==> config.mk <==
export PLATFORM = sky130hd
export DESIGN_NAME = memory_stage
export DESIGN_NICKNAME = d
export VERILOG_FILES = /design/src/rtl/riscv_pkg.sv /design/src/rtl/lsu_align.sv /design/src/rtl/memory_stage.sv
export SDC_FILE = /design/constraint.sdc
export NUM_CORES = 1
export LEC_CHECK = 0
export CORE_MARGIN = 3
export CORE_UTILIZATION = 37
export DETAILED_ROUTE_END_ITERATION = 16
export PLACE_DENSITY = 0.86
export SYNTH_ARGS = -nofsm -noshare
export SYNTH_HDL_FRONTEND = slang
export SYNTH_SLANG_ARGS = --single-unit
==> constraint.sdc <==
create_clock -name i_clk -period 1.7 [get_ports i_clk]
set_input_delay 0.17 -clock i_clk [delete_from_list [all_inputs] [get_ports i_clk]]
set_output_delay 0.17 -clock i_clk [all_outputs]
set_load 0.02 [all_outputs]
==> src/rtl/riscv_pkg.sv <==
// Shared RISC-V pipeline definitions: funct3 size codes, result-select encodings
// and the data-memory bus FSM state type.
package riscv_pkg;

   localparam logic [2:0] F3_B  = 3'b000;
   localparam logic [2:0] F3_H  = 3'b001;
   localparam logic [2:0] F3_W  = 3'b010;
   localparam logic [2:0] F3_BU = 3'b100;
   localparam logic [2:0] F3_HU = 3'b101;

   localparam logic [1:0] RESULT_MEM = 2'b01;

   typedef enum logic [1:0] {
      IDLE,
      WAIT_GNT,
      WAIT_RVALID
   } dmem_state_t;

endpackage

==> src/rtl/lsu_align.sv <==
// Lane handling for the MEM stage: store byte enables and lane replication,
// misalignment detection, and load byte/half extraction with extension.
module lsu_align
   import riscv_pkg::*;
#(
   parameter int unsigned DATA_WIDTH = 32
) (
   input  logic [2:0]            i_f3,
   input  logic                  i_load,
   input  logic [1:0]            i_offset,
   input  logic [DATA_WIDTH-1:0] i_wdata,
   input  logic [DATA_WIDTH-1:0] i_rdata,
   output logic [3:0]            o_store_be,
   output logic [DATA_WIDTH-1:0] o_store_wdata,
   output logic                  o_misaligned,
   output logic [DATA_WIDTH-1:0] o_load_data
);

   logic        is_byte;
   logic        is_half;
   logic [7:0]  rd_byte;
   logic [15:0] rd_half;

   // The unsigned codes only mean byte/half for loads; a store with them is a word.
   always_comb begin
      is_byte = (i_f3 == F3_B) || (i_load && (i_f3 == F3_BU));
      is_half = (i_f3 == F3_H) || (i_load && (i_f3 == F3_HU));
      if (is_half) begin
         o_misaligned = i_offset[0];
      end else if (is_byte) begin
         o_misaligned = 1'b0;
      end else begin
         o_misaligned = (i_offset != 2'b00);
      end
   end

   always_comb begin
      o_store_be    = 4'b1111;
      o_store_wdata = i_wdata;
      case (i_f3)
         F3_B: begin
            o_store_be    = 4'b0001 << i_offset;
            o_store_wdata = {4{i_wdata[7:0]}};
         end
         F3_H: begin
            o_store_be    = i_offset[1] ? 4'b1100 : 4'b0011;
            o_store_wdata = {2{i_wdata[15:0]}};
         end
         default: ;
      endcase
   end

   always_comb begin
      unique case (i_offset)
         2'd0: rd_byte = i_rdata[7:0];
         2'd1: rd_byte = i_rdata[15:8];
         2'd2: rd_byte = i_rdata[23:16];
         2'd3: rd_byte = i_rdata[31:24];
      endcase
      rd_half = i_offset[1] ? i_rdata[31:16] : i_rdata[15:0];
      case (i_f3)
         F3_B:    o_load_data = {{24{rd_byte[7]}}, rd_byte};
         F3_H:    o_load_data = {{16{rd_half[15]}}, rd_half};
         F3_BU:   o_load_data = {24'h0, rd_byte};
         F3_HU:   o_load_data = {16'h0, rd_half};
         F3_W:    o_load_data = i_rdata;
         default: o_load_data = i_rdata;
      endcase
   end

endmodule

==> src/rtl/memory_stage.sv <==
// MEM stage: drives the req/gnt/rvalid data-memory bus, stalls the pipeline while
// a transaction is outstanding, and owns the MEM/WB pipeline register.
module memory_stage
   import riscv_pkg::*;
#(
   parameter int unsigned DATA_WIDTH = 32,
   parameter int unsigned ADDR_WIDTH = 10
) (
   input  logic                  i_clk,
   input  logic                  i_rst_n,
   input  logic [DATA_WIDTH-1:0] i_alu_result_m,
   input  logic [DATA_WIDTH-1:0] i_write_data_m,
   input  logic                  i_regwrite_m,
   input  logic                  i_memwrite_m,
   input  logic [1:0]            i_resultsrc_m,
   input  logic [4:0]            i_rd_addr_m,
   input  logic [ADDR_WIDTH-1:0] i_pc4_m,
   input  logic [2:0]            i_f3_m,
   output logic [DATA_WIDTH-1:0] o_forward_m,
   output logic                  o_stall_m,
   output logic                  o_dmem_req,
   output logic                  o_dmem_we,
   output logic [3:0]            o_dmem_be,
   output logic [ADDR_WIDTH-1:0] o_dmem_addr,
   output logic [DATA_WIDTH-1:0] o_dmem_wdata,
   input  logic                  i_dmem_gnt,
   input  logic                  i_dmem_rvalid,
   input  logic [DATA_WIDTH-1:0] i_dmem_rdata,
   output logic                  o_regwrite_w,
   output logic [1:0]            o_resultsrc_w,
   output logic [DATA_WIDTH-1:0] o_alu_result_w,
   output logic [DATA_WIDTH-1:0] o_read_data_w,
   output logic [4:0]            o_rd_addr_w,
   output logic [ADDR_WIDTH-1:0] o_pc4_w,
   output logic                  o_misaligned_w
);

   dmem_state_t state_q, state_d;

   logic                  load;
   logic                  store;
   logic                  access;
   logic                  misaligned;
   logic                  bad_access;
   logic                  req;
   logic                  stall;
   logic [3:0]            store_be;
   logic [DATA_WIDTH-1:0] load_data;

   assign load       = (i_resultsrc_m == RESULT_MEM);
   assign store      = i_memwrite_m;
   assign access     = load | store;
   assign bad_access = access & misaligned;

   lsu_align #(
      .DATA_WIDTH (DATA_WIDTH)
   ) u_lsu_align (
      .i_f3          (i_f3_m),
      .i_load        (load),
      .i_offset      (i_alu_result_m[1:0]),
      .i_wdata       (i_write_data_m),
      .i_rdata       (i_dmem_rdata),
      .o_store_be    (store_be),
      .o_store_wdata (o_dmem_wdata),
      .o_misaligned  (misaligned),
      .o_load_data   (load_data)
   );

   assign o_forward_m = i_alu_result_m;
   assign o_dmem_addr = {i_alu_result_m[ADDR_WIDTH-1:2], 2'b00};
   assign o_dmem_we   = store;
   assign o_dmem_be   = store ? store_be : 4'b1111;

   always_comb begin
      state_d = state_q;
      req     = 1'b0;
      stall   = 1'b0;
      unique case (state_q)
         IDLE: begin
            if (access && !misaligned) begin
               req = 1'b1;
               if (!i_dmem_gnt) begin
                  stall   = 1'b1;
                  state_d = WAIT_GNT;
               end else if (!store) begin
                  stall   = 1'b1;
                  state_d = WAIT_RVALID;
               end
            end
         end
         WAIT_GNT: begin
            req   = 1'b1;
            stall = 1'b1;
            if (i_dmem_gnt) begin
               if (store) begin
                  stall   = 1'b0;
                  state_d = IDLE;
               end else begin
                  state_d = WAIT_RVALID;
               end
            end
         end
         WAIT_RVALID: begin
            stall = 1'b1;
            if (i_dmem_rvalid) begin
               stall   = 1'b0;
               state_d = IDLE;
            end
         end
         default: state_d = IDLE;
      endcase
   end

   // Reset forces the bus and pipeline quiet even though inputs may still request.
   assign o_dmem_req = req & i_rst_n;
   assign o_stall_m  = stall & i_rst_n;

   always_ff @(posedge i_clk or negedge i_rst_n) begin
      if (!i_rst_n) begin
         state_q <= IDLE;
      end else begin
         state_q <= state_d;
      end
   end

   always_ff @(posedge i_clk or negedge i_rst_n) begin
      if (!i_rst_n) begin
         o_regwrite_w   <= 1'b0;
         o_resultsrc_w  <= 2'b00;
         o_alu_result_w <= '0;
         o_read_data_w  <= '0;
         o_rd_addr_w    <= 5'd0;
         o_pc4_w        <= '0;
         o_misaligned_w <= 1'b0;
      end else if (stall) begin
         o_regwrite_w   <= 1'b0;
         o_resultsrc_w  <= 2'b00;
         o_alu_result_w <= '0;
         o_read_data_w  <= '0;
         o_rd_addr_w    <= 5'd0;
         o_pc4_w        <= '0;
         o_misaligned_w <= 1'b0;
      end else begin
         o_regwrite_w   <= i_regwrite_m & ~bad_access;
         o_resultsrc_w  <= i_resultsrc_m;
         o_alu_result_w <= i_alu_result_m;
         o_read_data_w  <= (load && !misaligned) ? load_data : '0;
         o_rd_addr_w    <= i_rd_addr_m;
         o_pc4_w        <= i_pc4_m;
         o_misaligned_w <= bad_access;
      end
   end

endmodule

==> flow_metrics.env, run 1 <==
export IMPL_firstDrtPassIters=4
export IMPL_port_buffers=283
export IMPL_postRouteAntennaNets=0
export IMPL_synth_seq_cells=85
export IMPL_synth_compound_area_frac=0.0837
export IMPL_synth_xor_area_frac=0
export IMPL_rsz0062_at_grt="yes"
export IMPL_critPathLaunch="i_memwrite_m"
export IMPL_final_nets=784
export IMPL_root_buffer="clkbuf_16"
export IMPL_cts_htree_levels=3
export IMPL_rr_startpoint="state_q[1]$_DFFE_PN0P_"
export IMPL_drive_above_1_share=0.176
export IMPL_endpoint_kind="output pin"
export IMPL_grt_max_degree=80
export IMPL_async_reset_ff_frac=1.00
export IMPL_maxSlewViolCount=0
export IMPL_grt_pass1_wl_um=21900
export IMPL_gp_congestion=0.830
export IMPL_row_count=39
export IMPL_yosysWarnings=0
export IMPL_max_freq_mhz=603
export IMPL_ys_flop_type="dfrtp_1"
export IMPL_area_growth_pct=71.6
export IMPL_startpoint_type="input port"
export IMPL_final_seq_area_um2=2130
export IMPL_syn_inst=408
export IMPL_ys_seq_area_frac=0.486
export IMPL_fillers=899
export IMPL_yosys_area_share_simple=0.212
export IMPL_setup_viol=0
export IMPL_p_per_area_nw_per_um2=818
export IMPL_clk_pin_slew_ns=0.06
export IMPL_cts_buffers=9
export IMPL_cts_buffer_depth=2
export IMPL_p_leak_nw=3.18
export IMPL_drv_cap=0
export IMPL_dp_cells=791
export IMPL_antenna_found_initial=0
export IMPL_path_max_fanout=4
export IMPL_routed_wl_um=14700
export IMPL_ys_types=37
export IMPL_post_route_min_period_ns=1.66
export IMPL_post_route_drc_count=0
export IMPL_synth_edf_count=0
export IMPL_path_class="in -> out"
export IMPL_overflow=0
export IMPL_boundaryPins=286
export IMPL_grt_pass1_vias=4174
export IMPL_final_core_util=0.653
export IMPL_vias_per_cell=5.01
export IMPL_hold_class="in -> async"
export IMPL_muxShareOfSynthArea=0.0929
export IMPL_syn_area_per_cell_um2=10.7
export IMPL_vias=4051
export IMPL_core_region_area_um2=11500
export IMPL_syn_area_um2=4380
export IMPL_slew_headroom=0.637
export IMPL_ir_drop_v=0.000638
export IMPL_antenna_cells=0
export IMPL_fin_worst_skew_ns=0.00632
export IMPL_period_share=0.976
export IMPL_holdWs_ns=0.261
export IMPL_drt_iter0_drc=227
export IMPL_synthAdderAreaFrac=0
export IMPL_multi_input_area_um2=1760
export IMPL_initial_utilization=0.380
export IMPL_die_height_um=115
export IMPL_worstMarginPinSlew_ns=0.545
export IMPL_hold_viol=0
export IMPL_grt_use_total=0.211
export IMPL_cts_tree="done"
export IMPL_status="finished clean"
export IMPL_dieArea_um2=13200
export IMPL_cp_data_arrival_time_ns=1.49
export IMPL_dp_hpwl_um=11300
export IMPL_synth_top_family_by_area="simple AND/OR/NAND/NOR gates"
export IMPL_wl_per_cell_um=18.2
export IMPL_critPathRequiredTime_ns=1.53
export IMPL_clk_latency_ns=0.33
export IMPL_cts_sinks=85
export IMPL_final_cells=809
export IMPL_die_w_um=115
sequential cells by signal, summed over array words and instances, names as in the netlist:
register,count
o_alu_result_w,32
o_read_data_w,32
o_pc4_w,10
o_rd_addr_w,5
o_resultsrc_w,2
state_q,2
o_misaligned_w,1
o_regwrite_w,1
per-stage QoR:
step	worst slack [ns]	area [um^2]	setup TNS, ns	power [mW]
finish	0.0411	7510	0	6.15
global route	0.00358	7510	0	6.39
CTS	0.00361	7470	0	6.20
detailed placement	-0.650	7160	-51.62	4.13
global placement	-0.626	7160	-46.74	4.08
floorplan	0.202	4380	0	3.14
cell usage in the layout (no fill, tap or decap), types with 4 or more instances in the layout:
| cell type | synthesis | final |
|---|---|---|
| clkdlybuf4s15_1 | 0 | 7 |
| nor2_1 | 26 | 25 |
| dfrtp_1 | 85 | 85 |
| dlygate4sd2_1 | 0 | 16 |
| o211ai_1 | 5 | 5 |
| nor2b_1 | 20 | 20 |
| or3_1 | 6 | 6 |
| nor3b_1 | 50 | 49 |
| a22oi_1 | 7 | 7 |
| nand2_1 | 13 | 12 |
| buf_4 | 52 | 33 |
| clkdlybuf4s50_1 | 0 | 244 |
| mux2i_1 | 17 | 17 |
| buf_12 | 0 | 4 |
| mux2_2 | 21 | 21 |
| nor3_2 | 17 | 17 |
| a21oi_1 | 29 | 27 |
| clkbuf_16 | 0 | 9 |
| buf_6 | 3 | 4 |
| buf_2 | 11 | 8 |
cells in the mapped netlist (all sizes together), types with 3 or more instances:
| cell type | n | area [um^2] |
|---|---|---|
| a21o | 3 | 22.5 |
| nand2b | 3 | 18.8 |
| dfrtp | 85 | 2130 |
| a22oi | 7 | 52.6 |
| a22o | 3 | 26.3 |
| buf | 68 | 487 |
| inv | 4 | 15.0 |
| nor2 | 26 | 97.6 |
| or3 | 6 | 37.5 |
| nor3 | 22 | 195 |
| nor2b | 20 | 125 |
| a21oi | 30 | 161 |
| o211ai | 5 | 37.5 |
| clkbuf | 12 | 45.0 |
| mux2 | 21 | 236 |
| mux2i | 17 | 170 |
| nor3b | 50 | 375 |
| nand2 | 13 | 48.8 |
power by group:
part	internal (mW)	switching, mW	leakage, nW	total (mW)
sequential	2.18	0.0541	1.10	2.24
clock	1.28	0.796	0.152	2.07
combinational	0.921	0.917	1.93	1.84
cells by family after synthesis:
kind of cell | Yosys count
compound gates | 56
simple gates | 144
buf+inv | 84
other cells | 1
flops | 85
mux | 38
layout make-up:
class	instances	share of cell area
clock inverter	6	0.0115
timing repair buffer	322	0.415
clock buffer	9	0.0300
tap	143	0.0238
sequential	85	0.283
multi-input combinational	240	0.234
inverter	4	0.00200
worst paths after layout:
| kind | to | slack, ns | cells after the start |
|---|---|---|---|
| setup / recovery | o_stall_m | 0.04 | 5 |
| hold / removal | o_resultsrc_w[1]$_DFF_PN0_ | 0.26 | 2 |
| setup reg to reg | o_alu_result_w[18]$_DFF_PN0_ | 0.14 | 5 |
| max in group asynchronous | o_pc4_w[0]$_DFF_PN0_ | 0.78 | 3 |
| hold reg to reg | state_q[0]$_DFFE_PN0P_ | 0.58 | 1 |
| min in group i_clk | o_resultsrc_w[1]$_DFF_PN0_ | 0.32 | 2 |
worst max-delay path, stage by stage:
cell	delay (ns)
clkdlybuf4s50_1	0.60
mux2i_1	0.23
o211a_1	0.20
o21a_1	0.16
buf_6	0.13
routing by layer:
metal / track usage / wire length, um / part of all wire / vias to the layer above
met5: 0 / 0 / 0 / -
met3: 0.0468 / 1040 / 0.070 / 25
met2: 0.385 / 7800 / 0.53 / 201
met4: 0.0665 / 299 / 0.020 / 0
li1: - / - / - / 1873
met1: 0.247 / 5560 / 0.38 / 1952
repair_timing:
item                                    in CTS  in global routing
setup buffers                                2                  0
pin swaps                                    1                  5
hold buffers                                 1                  0
endpoints found under the hold margin        6                  0
endpoints found under the setup margin      99                 65
resized for setup                           81                 20
No activity file was read; power rests on OpenSTA's default activity.
==> run 2, diff against run 1 <==
Settings changed: CORE_MARGIN 3 to 5, SKIP_LAST_GASP set to 1, SLEW_MARGIN set to 40.
==> run 2 against run 1 <==
Effect of this change: the flow now finishes with violations (negative hold slack); clock power about the same; combinational power hardly changed; maximum frequency shrank 0.18%; global-route usage shrank 0.51 points; highest routed layer unchanged.
==> flow_metrics.env, run 2 (synthesis gave the netlist of run 1 again) <==
export IMPL_final_cells=820
export IMPL_fin_area_um2=7610
export IMPL_violations="negative hold slack"
export IMPL_dp_cells=797
export IMPL_antenna_cells=0
export IMPL_fillers=880
export IMPL_fin_tns_setup_ns=0
export IMPL_period_share=0.978
export IMPL_p_leak_nw=3.26
export IMPL_post_route_min_period_ns=1.66
export IMPL_gp_congestion=0.860
export IMPL_core_region_area_um2=11500
export IMPL_final_common_cell="clkdlybuf4s50_1"
export IMPL_ir_drop_v=0.000496
export IMPL_max_stage_delay_ns=0.32
export IMPL_crit_buf_inv=4
export IMPL_grt_use_total=0.206
export IMPL_initial_utilization=0.380
export IMPL_wl_per_cell_um=18.3
export IMPL_drv_cap=0
export IMPL_grt_pass1_vias=4316
export IMPL_status="complete, but fails checks"
export IMPL_path_class="in -> out"
export IMPL_p_per_area_nw_per_um2=813
export IMPL_pre_cts_slack_ns=-0.618
export IMPL_setup_viol=0
export IMPL_cts_sinks=85
export IMPL_cts_buffer_depth=2
export IMPL_final_core_util=0.661
export IMPL_p_total_mw=6.19
export IMPL_firstDrtPassIters=4
export IMPL_drt_iter0_drc=283
export IMPL_area_growth_pct=73.9
export IMPL_root_buffer="clkbuf_16"
export IMPL_slew_headroom=0.660
export IMPL_path_max_fanout=5
export IMPL_hold_viol=58
export IMPL_routed_wl_um=15000
export IMPL_fin_worst_skew_ns=0.00536
export IMPL_die_w_um=119
export IMPL_vias=4033
export IMPL_clk_pin_slew_ns=0.07
export IMPL_row_count=39
export IMPL_cts_tree="done"
export IMPL_cp_slowest_cell="mux2_2"
export IMPL_die_height_um=119
export IMPL_r2r_setup_slack_ns=0.11
export IMPL_antenna_found_initial=0
export IMPL_final_cell_mix="243 x clkdlybuf4s50_1, 85 x dfrtp_1, 49 x nor3b_1, 42 x buf_4, 28 x a21oi_1"
export IMPL_final_nets=794
export IMPL_grt_max_degree=59
export IMPL_vias_per_cell=4.92
export IMPL_startpoint_type="input port"
export IMPL_worst_slack_ns=0.0381
export IMPL_dp_hpwl_um=11900
export IMPL_reg_top3="o_alu_result_w x32, o_read_data_w x32, o_pc4_w x10"
export IMPL_holdWs_ns=-0.0587
export IMPL_grt_pass1_wl_um=23200
export IMPL_placed_cell_area_um2=7190
export IMPL_max_freq_mhz=602
export IMPL_hold_class="in -> async"
export IMPL_overflow=0
export IMPL_critical_path_top_delay_family="buffers and inverters"
export IMPL_clk_latency_ns=0.33
export IMPL_crit_chain="dlygate4sd2_1 > buf_4 > nor3_4 > buf_6 > mux2_2 > clkdlybuf4s15_2"
export IMPL_endpoint_kind="output pin"
export IMPL_maxSlewViolCount=0
export IMPL_cts_htree_levels=3
export IMPL_critPathRequiredTime_ns=1.53
export IMPL_port_buffers=283
export IMPL_worstMarginPinSlew_ns=0.510
export IMPL_cp_data_arrival_time_ns=1.49
export IMPL_cts_buffers=9
export IMPL_postRouteAntennaNets=0
export IMPL_rsz0062_at_grt="yes"
export IMPL_post_route_drc_count=0
export IMPL_boundaryPins=286
export IMPL_drive_above_1_share=0.188
export IMPL_dieArea_um2=14100
-- run 2: cell type report --
class,instances,area [um^2],area share
inverter,4,15.0,0.00197
multi-input combinational,240,1760,0.231
timing repair buffer,332,3210,0.422
clock buffer,10,239,0.0314
clock inverter,6,83.8,0.0110
tap,143,179,0.0235
sequential,85,2130,0.279
-- run 2: where the power goes --
group	internal [mW]	leakage, nW	switching (mW)
Sequential	2.18	1.10	0.0488
Combinational	0.937	2.00	0.923
Clock	1.32	0.163	0.773
Total	4.44	3.26	1.74
-- run 2: timing repair --
item / 4_1_cts / 5_1_grt
hold endpoints to repair: 27 / 0
hold buffers: 1 / 0
gates cloned: 0 / 1
gates resized for setup: 85 / 11
pin swaps: 3 / 3
setup buffers: 4 / 1
setup endpoints to repair: 103 / 71
-- run 2: final timing paths --
path,startpoint,end,cells past startpoint
worst max-delay path,i_f3_m[2],o_dmem_wdata[9],6
worst min-delay path,i_rst_n,o_read_data_w[7]$_DFF_PN0_,2
worst max register to register,state_q[1]$_DFFE_PN0P_,o_read_data_w[15]$_DFF_PN0_,6
worst min register to register,state_q[1]$_DFFE_PN0P_,state_q[1]$_DFFE_PN0P_,2
max in group asynchronous,i_rst_n,o_alu_result_w[9]$_DFF_PN0_,3
min in group i_clk,i_resultsrc_m[1],o_resultsrc_w[1]$_DFF_PN0_,2
-- run 2: worst reg2reg max path: cells and delay by family (launching register included) --
kind                   cells  cell delay (ns)
flip-flops                 1             0.42
buffers and inverters      2             0.35
AND/OR/NAND/NOR            1             0.13
AO/OA/AOI/OAI              3             0.62
-- run 2: per-layer routing --
layer,global-route usage,share of wire,wire (um)
met3,0.0602,0.081,1220
met2,0.388,0.54,8120
met1,0.222,0.37,5490
met4,0.0615,0.014,214
met5,0,0,0
==> run 3, diff against run 2 <==
Settings changed: CORE_ASPECT_RATIO set to 0.8.
==> run 3 against run 2 <==
Effect of this change: the flow now finishes without violations; highest routed layer unchanged; sequential share of layout area hardly changed; core utilization is 0.25 points lower; register-to-register slack better by 0.03 ns; critical path type unchanged; largest power group unchanged; clock skew is 0.0014 ns higher; non-clock buffer count is 1 lower; wire length is 0.74% higher.
==> flow_metrics.env, run 3 (synthesis gave the netlist of run 1 again) <==
export IMPL_status="finished clean"
export IMPL_worstMarginPinSlew_ns=0.546
export IMPL_vias_per_cell=4.89
export IMPL_hold_viol=0
export IMPL_routed_wl_um=15200
export IMPL_path_max_fanout=12
export IMPL_critPathRequiredTime_ns=1.53
export IMPL_post_route_drc_count=0
export IMPL_worstHoldEndpoint="o_resultsrc_w[1]$_DFF_PN0_"
export IMPL_rr_endpoint="o_read_data_w[24]$_DFF_PN0_"
export IMPL_startpoint_type="input port"
export IMPL_drt_iter0_drc=184
export IMPL_hold_start="i_resultsrc_m[1]"
export IMPL_cp_data_arrival_time_ns=1.47
export IMPL_root_buffer="clkbuf_16"
export IMPL_grt_pass1_wl_um=23200
export IMPL_boundaryPins=286
export IMPL_grt_use_total=0.204
export IMPL_core_region_area_um2=11600
export IMPL_dp_hpwl_um=11700
export IMPL_cp_slowest_cell="mux2_2"
export IMPL_post_route_min_period_ns=1.64
export IMPL_cts_sinks=85
export IMPL_grt_pass1_vias=4346
export IMPL_crit_chain="dlygate4sd2_1 > nor2_4 > buf_12 > mux2_2 > dlygate4sd2_1"
export IMPL_ir_drop_v=0.000489
export IMPL_vias=4036
export IMPL_hold_class="in -> reg"
export IMPL_gp_congestion=0.892
export IMPL_path_class="in -> out"
export IMPL_p_leak_nw=3.23
export IMPL_slew_headroom=0.636
export IMPL_die_w_um=132
export IMPL_p_total_mw=6.22
export IMPL_wl_per_cell_um=18.4
export IMPL_endpoint_kind="output pin"
export IMPL_row_count=35
export IMPL_fin_worst_skew_ns=0.00673
export IMPL_rsz0062_at_grt="no"
export IMPL_cp_common_cell="dlygate4sd2_1"
export IMPL_antenna_found_initial=0
export IMPL_hold_depth=2
export IMPL_clk_latency_ns=0.34
export IMPL_drive_above_1_share=0.186
export IMPL_maxSlewViolCount=0
export IMPL_dieArea_um2=14100
export IMPL_firstDrtPassIters=4
export IMPL_max_freq_mhz=608
export IMPL_r2r_cells=6
export IMPL_rr_startpoint="state_q[0]$_DFFE_PN0P_"
export IMPL_period_share=0.967
export IMPL_fin_tns_setup_ns=0
export IMPL_cts_tree="done"
export IMPL_final_cell_mix="244 x clkdlybuf4s50_1, 85 x dfrtp_1, 49 x nor3b_1, 42 x buf_4, 28 x a21oi_1"
export IMPL_port_buffers=283
export IMPL_cts_htree_levels=3
export IMPL_fillers=876
export IMPL_setup_viol=0
export IMPL_final_common_cell="clkdlybuf4s50_1"
export IMPL_die_height_um=107
export IMPL_grt_max_degree=52
export IMPL_clk_pin_slew_ns=0.06
export IMPL_cts_buffer_depth=2
export IMPL_reg_top3="o_alu_result_w x32, o_read_data_w x32, o_pc4_w x10"
export IMPL_overflow=0
export IMPL_area_growth_pct=73.9
export IMPL_p_per_area_nw_per_um2=817
export IMPL_r2r_setup_slack_ns=0.14
export IMPL_drv_cap=0
export IMPL_max_stage_delay_ns=0.34
export IMPL_fin_area_um2=7620
export IMPL_final_nets=793
export IMPL_initial_utilization=0.379
export IMPL_postRouteAntennaNets=0
export IMPL_cts_buffers=9
export IMPL_placed_cell_area_um2=7240
-- run 3: cell count changes in the layout (fill, tap and decap cells not counted), moves of 2 or more --
cell / previous run / this run
clkinvlp_4: 0 / 2
clkinv_2: 3 / 0
buf_6: 5 / 3
dlymetal6s2s_1: 2 / 0
-- run 3: stage by stage --
step,hold slack [ns],std cells,setup WS (ns),utilization
after detailed placement,0.316,804,-0.754,0.626
after global routing,0.313,824,0.00611,0.659
final,0.298,825,0.0565,0.659
after CTS,0.284,821,0.0146,0.654
after floorplan,-0.126,409,0.202,-
after global placement,0.301,804,-0.705,0.626
-- run 3: worst max-delay path by stage --
stage | from | to | slack (ns) | cells after the start
2_1_floorplan | i_f3_m[1] | o_dmem_wdata[24] | 0.20 | 5
3_3_place_gp | i_alu_result_m[0] | o_stall_m | -0.70 | 6
3_5_place_dp | i_alu_result_m[0] | o_stall_m | -0.75 | 6
4_1_cts | i_f3_m[1] | o_dmem_wdata[22] | 0.01 | 5
5_1_grt | i_f3_m[2] | o_dmem_wdata[18] | 0.006 | 5
6_report | i_f3_m[2] | o_dmem_wdata[22] | 0.06 | 5
-- run 3: layer usage --
metal  up-vias  global-route usage  share of wire
li1       1891                   -              -
met1      1921               0.230           0.38
met2       198               0.370           0.52
met3        26              0.0556          0.072
met4         0              0.0778          0.025
met5         -                   0              0
-- run 3: what timing repair did --
action,4_1_cts,5_1_grt
resized for setup,87,2
cloned,0,1
hold endpoints to repair,38,0
endpoints found under the setup margin,108,39
buffers inserted,0,2
pin swaps,2,2
hold buffers,1,0
-- run 3: cell type report --
| type | count | area [um^2] | area share |
|---|---|---|---|
| Antenna cell | 1 | 2.50 | 0.000329 |
| Clock inverter | 6 | 95.1 | 0.0125 |
| Clock buffer | 10 | 229 | 0.0301 |
| Sequential cell | 85 | 2130 | 0.279 |
| Inverter | 4 | 15.0 | 0.00197 |
| Multi-Input combinational cell | 240 | 1760 | 0.231 |
| Timing Repair Buffer | 331 | 3200 | 0.421 |
| Tap cell | 148 | 185 | 0.0243 |
-- run 3: where the power goes --
part           leakage, nW  total [mW]  internal, mW  switching, mW
logic                 1.99        1.87         0.936          0.930
clock network        0.151        2.12          1.30          0.820
registers             1.10        2.23          2.18         0.0479
total                 3.23        6.22          4.42           1.80
-- run 3: critical path: cells and delay by family --
family | cells | cell delay [ns]
buffers and inverters | 3 | 0.77
muxes | 1 | 0.34
and+or+nand+nor | 1 | 0.18
